==> src/rtl/fir_stream_feeder.sv <==
// fir_stream_feeder: buffers upstream samples in a small FIFO and issues each
// one to the sequential-MAC FIR core as a FRAME_LEN-cycle ready burst. The core
// result is captured early in the next burst and offered downstream on a
// valid/ready stream with backpressure.
module fir_stream_feeder #(
  parameter int WIDTH      = 18,
  parameter int FRAME_LEN  = 64,
  parameter int FIFO_DEPTH = 4
) (
  input  logic             clk,
  input  logic             rst_n,
  input  logic [WIDTH-1:0] s_data,
  input  logic             s_valid,
  output logic             s_ready,
  output logic [WIDTH-1:0] core_sample,
  output logic             core_ready,
  input  logic [WIDTH-1:0] core_result,
  output logic [WIDTH-1:0] m_data,
  output logic             m_valid,
  input  logic             m_ready,
  output logic             busy
);

  localparam int PTR_W = $clog2(FIFO_DEPTH);
  localparam int LVL_W = PTR_W + 1;
  localparam int CNT_W = $clog2(FRAME_LEN);

  localparam logic [LVL_W-1:0] FULL_LVL = LVL_W'(FIFO_DEPTH);
  localparam logic [CNT_W-1:0] LAST_CNT = CNT_W'(FRAME_LEN - 1);
  localparam logic [CNT_W-1:0] LOAD_CNT = CNT_W'(1);

  typedef enum logic {
    IDLE  = 1'b0,
    BURST = 1'b1
  } state_t;

  state_t           state_q, state_d;
  logic [CNT_W-1:0] cnt_q, cnt_d;

  logic [WIDTH-1:0] fifo_mem [FIFO_DEPTH];
  logic [PTR_W-1:0] wr_ptr_q, rd_ptr_q;
  logic [LVL_W-1:0] count_q;

  logic primed_q;
  logic push, pop, start, last, load_result;

  assign s_ready = (count_q != FULL_LVL);
  assign push    = s_valid && s_ready;
  // A new burst may only begin once the previous result has a free slot to land in.
  assign start   = (count_q != '0) && (!m_valid || m_ready);
  assign last    = (cnt_q == LAST_CNT);
  // The core has updated its result by the second cycle of a frame.
  assign load_result = (state_q == BURST) && (cnt_q == LOAD_CNT);
  assign busy    = (state_q == BURST) || (count_q != '0);

  // Next-state logic: start, continue, wrap or end a burst, and decide on a pop.
  always_comb begin
    // NOTE: every output of this block gets a default first so no path leaves it unassigned, which would infer a latch.
    state_d = state_q;
    cnt_d   = cnt_q;
    pop     = 1'b0;
    case (state_q)
      IDLE: begin
        if (start) begin
          state_d = BURST;
          cnt_d   = '0;
          pop     = 1'b1;
        end
      end
      BURST: begin
        if (last) begin
          cnt_d = '0;
          if (start) begin
            pop = 1'b1;
          end else begin
            state_d = IDLE;
          end
        end else begin
          cnt_d = cnt_q + CNT_W'(1);
        end
      end
      default: begin
        state_d = IDLE;
        cnt_d   = '0;
      end
    endcase
  end

  // State register; core_ready is registered so it follows the burst state with no glitches.
  always_ff @(posedge clk or negedge rst_n) begin
    // NOTE: sequential state uses non-blocking assignments so every register samples pre-edge values.
    if (!rst_n) begin
      state_q    <= IDLE;
      cnt_q      <= '0;
      core_ready <= 1'b0;
    end else begin
      state_q    <= state_d;
      cnt_q      <= cnt_d;
      core_ready <= (state_d == BURST);
    end
  end

  // FIFO storage write.
  always_ff @(posedge clk) begin
    // NOTE: the storage array carries no reset; an entry is only read after the count says it was written.
    if (push) begin
      fifo_mem[wr_ptr_q] <= s_data;
    end
  end

  // FIFO pointers and fill level; a simultaneous push and pop leaves the level unchanged.
  always_ff @(posedge clk or negedge rst_n) begin
    if (!rst_n) begin
      wr_ptr_q <= '0;
      rd_ptr_q <= '0;
      count_q  <= '0;
    end else begin
      if (push) wr_ptr_q <= wr_ptr_q + PTR_W'(1);
      if (pop)  rd_ptr_q <= rd_ptr_q + PTR_W'(1);
      case ({push, pop})
        2'b10:   count_q <= count_q + LVL_W'(1);
        2'b01:   count_q <= count_q - LVL_W'(1);
        default: ;
      endcase
    end
  end

  // Present the FIFO head to the core at the start of each frame.
  always_ff @(posedge clk or negedge rst_n) begin
    if (!rst_n) begin
      core_sample <= '0;
    end else if (pop) begin
      core_sample <= fifo_mem[rd_ptr_q];
    end
  end

  // Downstream output register; the first burst after reset only primes the core.
  always_ff @(posedge clk or negedge rst_n) begin
    if (!rst_n) begin
      m_data   <= '0;
      m_valid  <= 1'b0;
      primed_q <= 1'b0;
    end else begin
      if (m_valid && m_ready) begin
        m_valid <= 1'b0;
      end
      if (load_result) begin
        m_data   <= core_result;
        primed_q <= 1'b1;
        if (primed_q) begin
          m_valid <= 1'b1;
        end
      end
    end
  end

endmodule

==> config.mk <==
export PLATFORM = sky130hd
export DESIGN_NAME = fir_stream_feeder
export DESIGN_NICKNAME = d
export VERILOG_FILES = /design/src/rtl/fir_stream_feeder.sv
export SDC_FILE = /design/constraint.sdc
export NUM_CORES = 1
export LEC_CHECK = 0
export ABC_AREA = 1
export BUFFER_PORTS_ARGS = -buffer_cell sky130_fd_sc_hd__buf_2
export CAP_MARGIN = 20
export CORE_MARGIN = 5
export CORE_UTILIZATION = 23
export CTS_CLUSTER_DIAMETER = 150
export DETAILED_ROUTE_END_ITERATION = 8
export PLACE_DENSITY = 0.41
export SYNTH_ARGS = -nofsm -noshare
export SYNTH_HDL_FRONTEND = slang
export SYNTH_SLANG_ARGS = --single-unit
==> constraint.sdc <==
create_clock -name clk -period 2.65 [get_ports clk]
set_clock_uncertainty 0.1 [all_clocks]
set_input_delay 0.53 -clock clk [delete_from_list [all_inputs] [get_ports clk]]
set_output_delay 0.53 -clock clk [all_outputs]
set_load 0.05 [all_outputs]
==> flow_metrics.env, run 1 <==
export IMPL_path_class="reg -> reg"
export IMPL_ys_warn_count=0
export IMPL_gp_congestion=0.7735
export IMPL_worst_ir_drop_vdd_mv=0.3770
export IMPL_crit_end="count_q[2]"
export IMPL_startpoint="cnt_q[0]"
export IMPL_hold_path_class="in -> async"
export IMPL_r2r_end="count_q[2]"
export IMPL_critPathMaxFanout=6
export IMPL_min_period_ns=2.278
export IMPL_max_cap_violations=0
export IMPL_ctsHoldBuffers=0
export IMPL_dr_total_vias=3390
export IMPL_period_share_pct=85.97
export IMPL_cp_slowest_cell="dfrtp_1"
export IMPL_synth_top_area_share_pct=42.32
export IMPL_crit_chain="ha_1 -> inv_1 -> nor2_1 -> nand2_1 -> a21oi_2 -> ha_1 -> inv_1 -> fa_1 -> nor2_1 -> nor2_1 -> nand2_1 -> xor2_1"
export IMPL_cp_buffers_inverters=2
export IMPL_core_area_um2=21820
export IMPL_clk_pin_slew_ns=0.06
export IMPL_tightest_slew_ns=0.7180
export IMPL_power_mw=8.334
export IMPL_dpl_hpwl_um=7453
export IMPL_drcViolationCount=0
export IMPL_floorplan_initialDensity_pct=23.41
export IMPL_stdcell_count=863
export IMPL_layout_drive_gt1_share_pct=20.93
export IMPL_setup_viol=0
export IMPL_drv_slew=0
export IMPL_grt_pass1_vias=3410
export IMPL_critPathMostFrequentCell="nor2_1"
export IMPL_syn_instance_count=480
export IMPL_powerDensity_nw_per_um2=1286
export IMPL_holdWs_ns=0.1602
export IMPL_wl_per_cell_um=13.43
export IMPL_path_depth=12
export IMPL_yosysSeqAreaShare_pct=67.79
export IMPL_ant_nets=0
export IMPL_r2r_start="cnt_q[0]"
export IMPL_drt_pass1_iterations=6
export IMPL_antenna_found_initial=3
export IMPL_die_y_um=159.0
export IMPL_max_stage_delay_ns=0.42
export IMPL_die_w_um=159.0
export IMPL_synth_cell_types=23
export IMPL_die_area_um2=25290
export IMPL_hold_violations=0
export IMPL_slew_headroom_pct=52.13
export IMPL_startpoint_type="flip-flop"
export IMPL_syn_cell_area_um2=5109
export IMPL_area_delta_synth_final_pct=26.82
export IMPL_num_fill_cells=2267
export IMPL_placed_cells=832
export IMPL_port_buffers=79
export IMPL_overflow=0
export IMPL_crit_family="adder cells"
export IMPL_cp_required_ns=2.88
export IMPL_worstPathArrival_ns=2.51
export IMPL_cts_sinks=124
export IMPL_numCtsBuffers=17
export IMPL_synth_area_leaders="edfxtp_1, dfrtp_1, nand2_1"
export IMPL_rsz0062_at_grt="false"
export IMPL_worstRegToRegCells=12
export IMPL_grt_start_max_net_pins=53
export IMPL_antenna_cells=0
export IMPL_rows=54
export IMPL_via_per_inst=3.928
export IMPL_synth_largest_area_cell="edfxtp_1"
export IMPL_cts_tree="yes"
export IMPL_rrSetupSlack_ns=0.37
export IMPL_setup_tns_final_ns=0
export IMPL_h_tree_depth=4
export IMPL_p_leak_nw=2.991
export IMPL_final_nets=619
export IMPL_synth_seq_cells=124
export IMPL_ctsResizeCount=0
export IMPL_status="complete, no violations"
export IMPL_track_usage_pct=9.504
export IMPL_post_cts_buffers=0
export IMPL_endpoint_kind="flip-flop"
export IMPL_clock_latency_ns=0.41
export IMPL_syn_area_per_cell_um2=10.64
export IMPL_ios=80
export IMPL_cts_root_buf="clkbuf_16"
export IMPL_syn_num_nets=528
export IMPL_grt_first_pass_wirelength_um=18980
export IMPL_postLayoutCoreUtil_pct=29.69
export IMPL_wl_um=11590
export IMPL_max_clock_freq_mhz=438.9
export IMPL_dr_first_iter_drc_count=180
export IMPL_clk_path_buf_depth=2
==> worst reg2reg max path: cells and delay by family (launching register included) <==
| kind | cells | cell delay [ns] |
|---|---|---|
| adder cells (fa/ha/maj) | 3 | 0.76 |
| AND/OR/NAND/NOR | 5 | 0.48 |
| flip-flops | 1 | 0.42 |
| AO/OA/AOI/OAI | 1 | 0.17 |
| XOR/XNOR | 1 | 0.14 |
| buffers and inverters | 2 | 0.12 |
==> Yosys cell counts, drive strengths merged <==
master,n
o22ai,1
ha,7
xor2,3
buf,6
a21oi,4
nand2,156
xnor2,1
nor2,17
dfrtp,52
inv,77
nand4,3
fa,1
nand3,4
edfxtp,72
clkbuf,12
o21ai,27
clkinv,1
o211ai,36
==> final cells by class <==
class                      count  area [µm²]  area share (%)
clock inverter                11       168.9           2.607
sequential                   124        3463           53.46
tap                          280       350.3           5.407
inverter                      78       292.8           4.519
timing repair buffer          90       490.5           7.570
multi-input combinational    260        1266           19.54
clock buffer                  20       446.7           6.895
==> metal layers <==
metal  share of wire, %  routed length [µm]  GRT usage (%)  vias to the layer above
li1                   -                   -              -                     1750
met5               0.35                  41              0                        -
met3                5.8                 668          3.805                       20
met4                1.3                 148          3.024                        6
met2                 45                5194          14.56                       66
met1                 48                5536          12.34                     1548
==> sequential cells by signal, summed over array words and instances (netlist names) <==
register,cells
cnt_q,6
core_sample,18
count_q,3
fifo_mem,72
m_data,18
m_valid,1
primed_q,1
rd_ptr_q,2
state_q,1
wr_ptr_q,2
==> kinds of logic after synthesis <==
| group | after synthesis | share of synthesized area (%) |
|---|---|---|
| buffers and inverters | 96 | 7.421 |
| and+or+nand+nor | 180 | 13.47 |
| DFF | 124 | 67.79 |
| adders and majority gates | 8 | 2.106 |
| xor gates and xnor gates | 4 | 0.6859 |
| AOI/OAI and AO/OA | 68 | 8.523 |
==> cell usage in the layout, fill, tap and decap left out <==
master        n
nand2_1     156
buf_2        79
inv_1        75
edfxtp_1     72
dfrtp_1      52
o211ai_1     36
o21ai_1      19
nor2_1       17
clkbuf_16    17
buf_4        10
o21ai_0       8
ha_1          7
nand3_1       4
clkinvlp_4    4
bufinv_16     4
nand4_1       3
a21oi_1       3
xor2_1        3
inv_2         2
clkbuf_1      2
clkinv_2      2
a21oi_2       1
clkinv_1      1
o22ai_1       1
xnor2_1       1
fa_1          1
clkbuf_8      1
inv_6         1
buf_12        1
==> worst min-delay path by stage <==
stage | startpoint | endpoint | slack [ns] | cells after the start
finish | rst_n | cnt_q[5] | 0.16 | 2
global route | s_data[0] | fifo_mem[2][0] | 0.21 | 1
CTS | rst_n | cnt_q[5] | 0.17 | 2
detailed placement | primed_q | primed_q | 0.35 | 2
global placement | primed_q | primed_q | 0.36 | 2
floorplan | rst_n | cnt_q[0] | 0.13 | 0
==> where the power goes <==
group	leakage [nW]	switching (mW)	internal, mW	total, mW
Combinational	1.42	2.18	0.784	2.97
Clock	0.289	0.829	1.59	2.42
Sequential	1.29	0.283	2.67	2.95
Total	2.99	3.29	5.04	8.33
==> through the flow <==
stage                     area [µm²]  setup WS (ns)
after floorplan                 5109         0.2543
final                           6479         0.3718
after global routing            6479        0.08917
after global placement          5863         0.4615
after CTS                       6479         0.3701
after detailed placement        5863         0.3995
No activity file was read; power rests on OpenSTA's default activity.
==> run 2: changes to the inputs <==
Settings changed: CORE_MARGIN 5 to 2.
==> run 2 against run 1 <==
Effect of this change: combinational power hardly changed; routed wire length down 1.2%; sequential cell count is the same; sequential power barely moved; first-iteration DRC count increased by 0.56%; core utilization hardly changed; die area is 7.4% lower; via count increased by 1.0%; clock-buffer cell count stayed put; total power fell by 1.3%.
==> flow_metrics.env, run 2 (synthesis gave the netlist of run 1 again) <==
export IMPL_status="complete, no violations"
export IMPL_internal_power_mw=4.916
export IMPL_gp_congestion=0.7019
export IMPL_critPathMaxFanout=6
export IMPL_setup_viol=0
export IMPL_route_met3_wl_um=549
export IMPL_placed_area_um2=5871
export IMPL_grt_start_max_net_pins=39
export IMPL_largestRegisters="fifo_mem (72), core_sample (18), m_data (18)"
export IMPL_stdcell_count=867
export IMPL_p_sw_share_pct=40.24
export IMPL_cts_sinks=124
export IMPL_ctsResizeCount=0
export IMPL_path_class="reg -> reg"
export IMPL_wl_per_cell_um=13.21
export IMPL_endpoint_kind="flip-flop"
export IMPL_track_usage_pct=10.24
export IMPL_power_frac_comb_pct=36.1
export IMPL_die_area_um2=23420
export IMPL_h_tree_depth=4
export IMPL_worstPathArrival_ns=2.46
export IMPL_wl_met2_um=5332
export IMPL_dpl_worst_slack_ns=0.4236
export IMPL_final_nets=621
export IMPL_placed_cells=833
export IMPL_die_w_um=153.0
export IMPL_power_frac_clock_pct=28.1
export IMPL_cts_root_buf="clkbuf_16"
export IMPL_cts_tree="yes"
export IMPL_rows=54
export IMPL_drcViolationCount=0
export IMPL_final_common_cell="nand2_1"
export IMPL_clock_latency_ns=0.41
export IMPL_largest_reg_flops=72
export IMPL_grt_pass1_vias=3368
export IMPL_core_area_um2=21820
export IMPL_hold_path_class="in -> reg"
export IMPL_overflow=0
export IMPL_area_delta_synth_final_pct=26.97
export IMPL_hold_violations=0
export IMPL_dr_first_iter_drc_count=181
export IMPL_max_clock_freq_mhz=448.2
export IMPL_wl_um=11450
export IMPL_setup_tns_final_ns=0
export IMPL_setup_ws_ns=0.4190
export IMPL_worst_ir_drop_vdd_mv=0.3547
export IMPL_drt_pass1_iterations=5
export IMPL_floorplan_initialDensity_pct=23.41
export IMPL_ant_nets=0
export IMPL_via_per_inst=3.950
export IMPL_largest_register="fifo_mem"
export IMPL_seqPwrFrac_pct=35.8
export IMPL_dr_total_vias=3425
export IMPL_min_period_ns=2.231
export IMPL_numCtsBuffers=17
export IMPL_drt_met1_wl_um=5405
export IMPL_num_fill_cells=2252
export IMPL_clk_pin_slew_ns=0.06
export IMPL_tightest_slew_ns=0.5858
export IMPL_rsz0062_at_grt="false"
export IMPL_ctsHoldBuffers=1
export IMPL_p_leak_nw=3.000
export IMPL_antenna_found_initial=1
export IMPL_period_share_pct=84.19
export IMPL_mostFrequentLayoutCells="nand2_1, buf_2, inv_1, edfxtp_1, dfrtp_1"
export IMPL_slew_headroom_pct=60.89
export IMPL_top_layer_used="met5"
export IMPL_layout_drive_gt1_share_pct=21.50
export IMPL_design_area_um2=6486
export IMPL_port_buffers=79
export IMPL_power_mw=8.227
export IMPL_drv_slew=0
export IMPL_dpl_hpwl_um=7362
export IMPL_switching_power_mw=3.311
export IMPL_cp_required_ns=2.88
export IMPL_post_cts_buffers=0
export IMPL_ios=80
export IMPL_powerDensity_nw_per_um2=1268
export IMPL_grt_first_pass_wirelength_um=18390
export IMPL_startpoint_type="flip-flop"
export IMPL_max_cap_violations=0
export IMPL_clk_path_buf_depth=2
export IMPL_die_y_um=153.0
-- run 2: area by class of cell --
class                   instances  area [µm²]  area share, %
flip-flops and latches        124        3463          53.40
diodes                          1       2.502        0.03858
clock buffers                  20       466.7          7.195
repair buffers                 92       508.0          7.832
multi-input cells             260        1266          19.52
clock inverters                12       136.4          2.103
well taps                     280       350.3          5.401
inverters                      78       292.8          4.514
-- run 2: stage by stage --
step	util, %	hold slack, ns
final	29.72	0.2277
after global routing	29.71	0.2256
after CTS	29.71	0.2082
after detailed placement	26.90	0.3436
after global placement	26.90	0.3443
after floorplan	-	0.1344
-- run 2: path summary, 6_finish.rpt --
| kind | startpoint | to | slack, ns | depth (start not counted) |
|---|---|---|---|---|
| min in group asynchronous | rst_n | core_sample[9] | 0.48 | 2 |
| max in group asynchronous | rst_n | core_sample[16] | 1.27 | 3 |
| hold / removal | s_data[6] | fifo_mem[0][6] | 0.23 | 1 |
| hold reg to reg | primed_q | primed_q | 0.36 | 2 |
| setup / recovery | cnt_q[0] | count_q[2] | 0.42 | 12 |
| setup reg to reg | cnt_q[0] | count_q[2] | 0.42 | 12 |
-- run 2: layer usage --
metal	GRT usage (%)	vias up
met4	3.616	2
met3	3.431	13
li1	-	1750
met1	13.10	1584
met5	0	-
met2	16.24	76
-- run 2: power groups by stage --
stage               clock (mW)  sequential [mW]  combinational (mW)
floorplan                    0             3.89                1.26
global placement             0             2.96                3.00
detailed placement           0             2.98                3.03
CTS                       2.39             2.95                3.04
global route              2.47             3.02                3.30
finish                    2.32             2.94                2.97
-- run 2: worst max-delay path, stage by stage (launching register included) --
cell	delay, ns
dfrtp_1	0.43
ha_1	0.22
inv_1	0.06
nor2_1	0.13
nand2_1	0.09
a21oi_2	0.15
ha_1	0.16
inv_1	0.06
fa_1	0.38
nor2_1	0.11
nor2_1	0.04
nand2_1	0.07
xor2_1	0.14
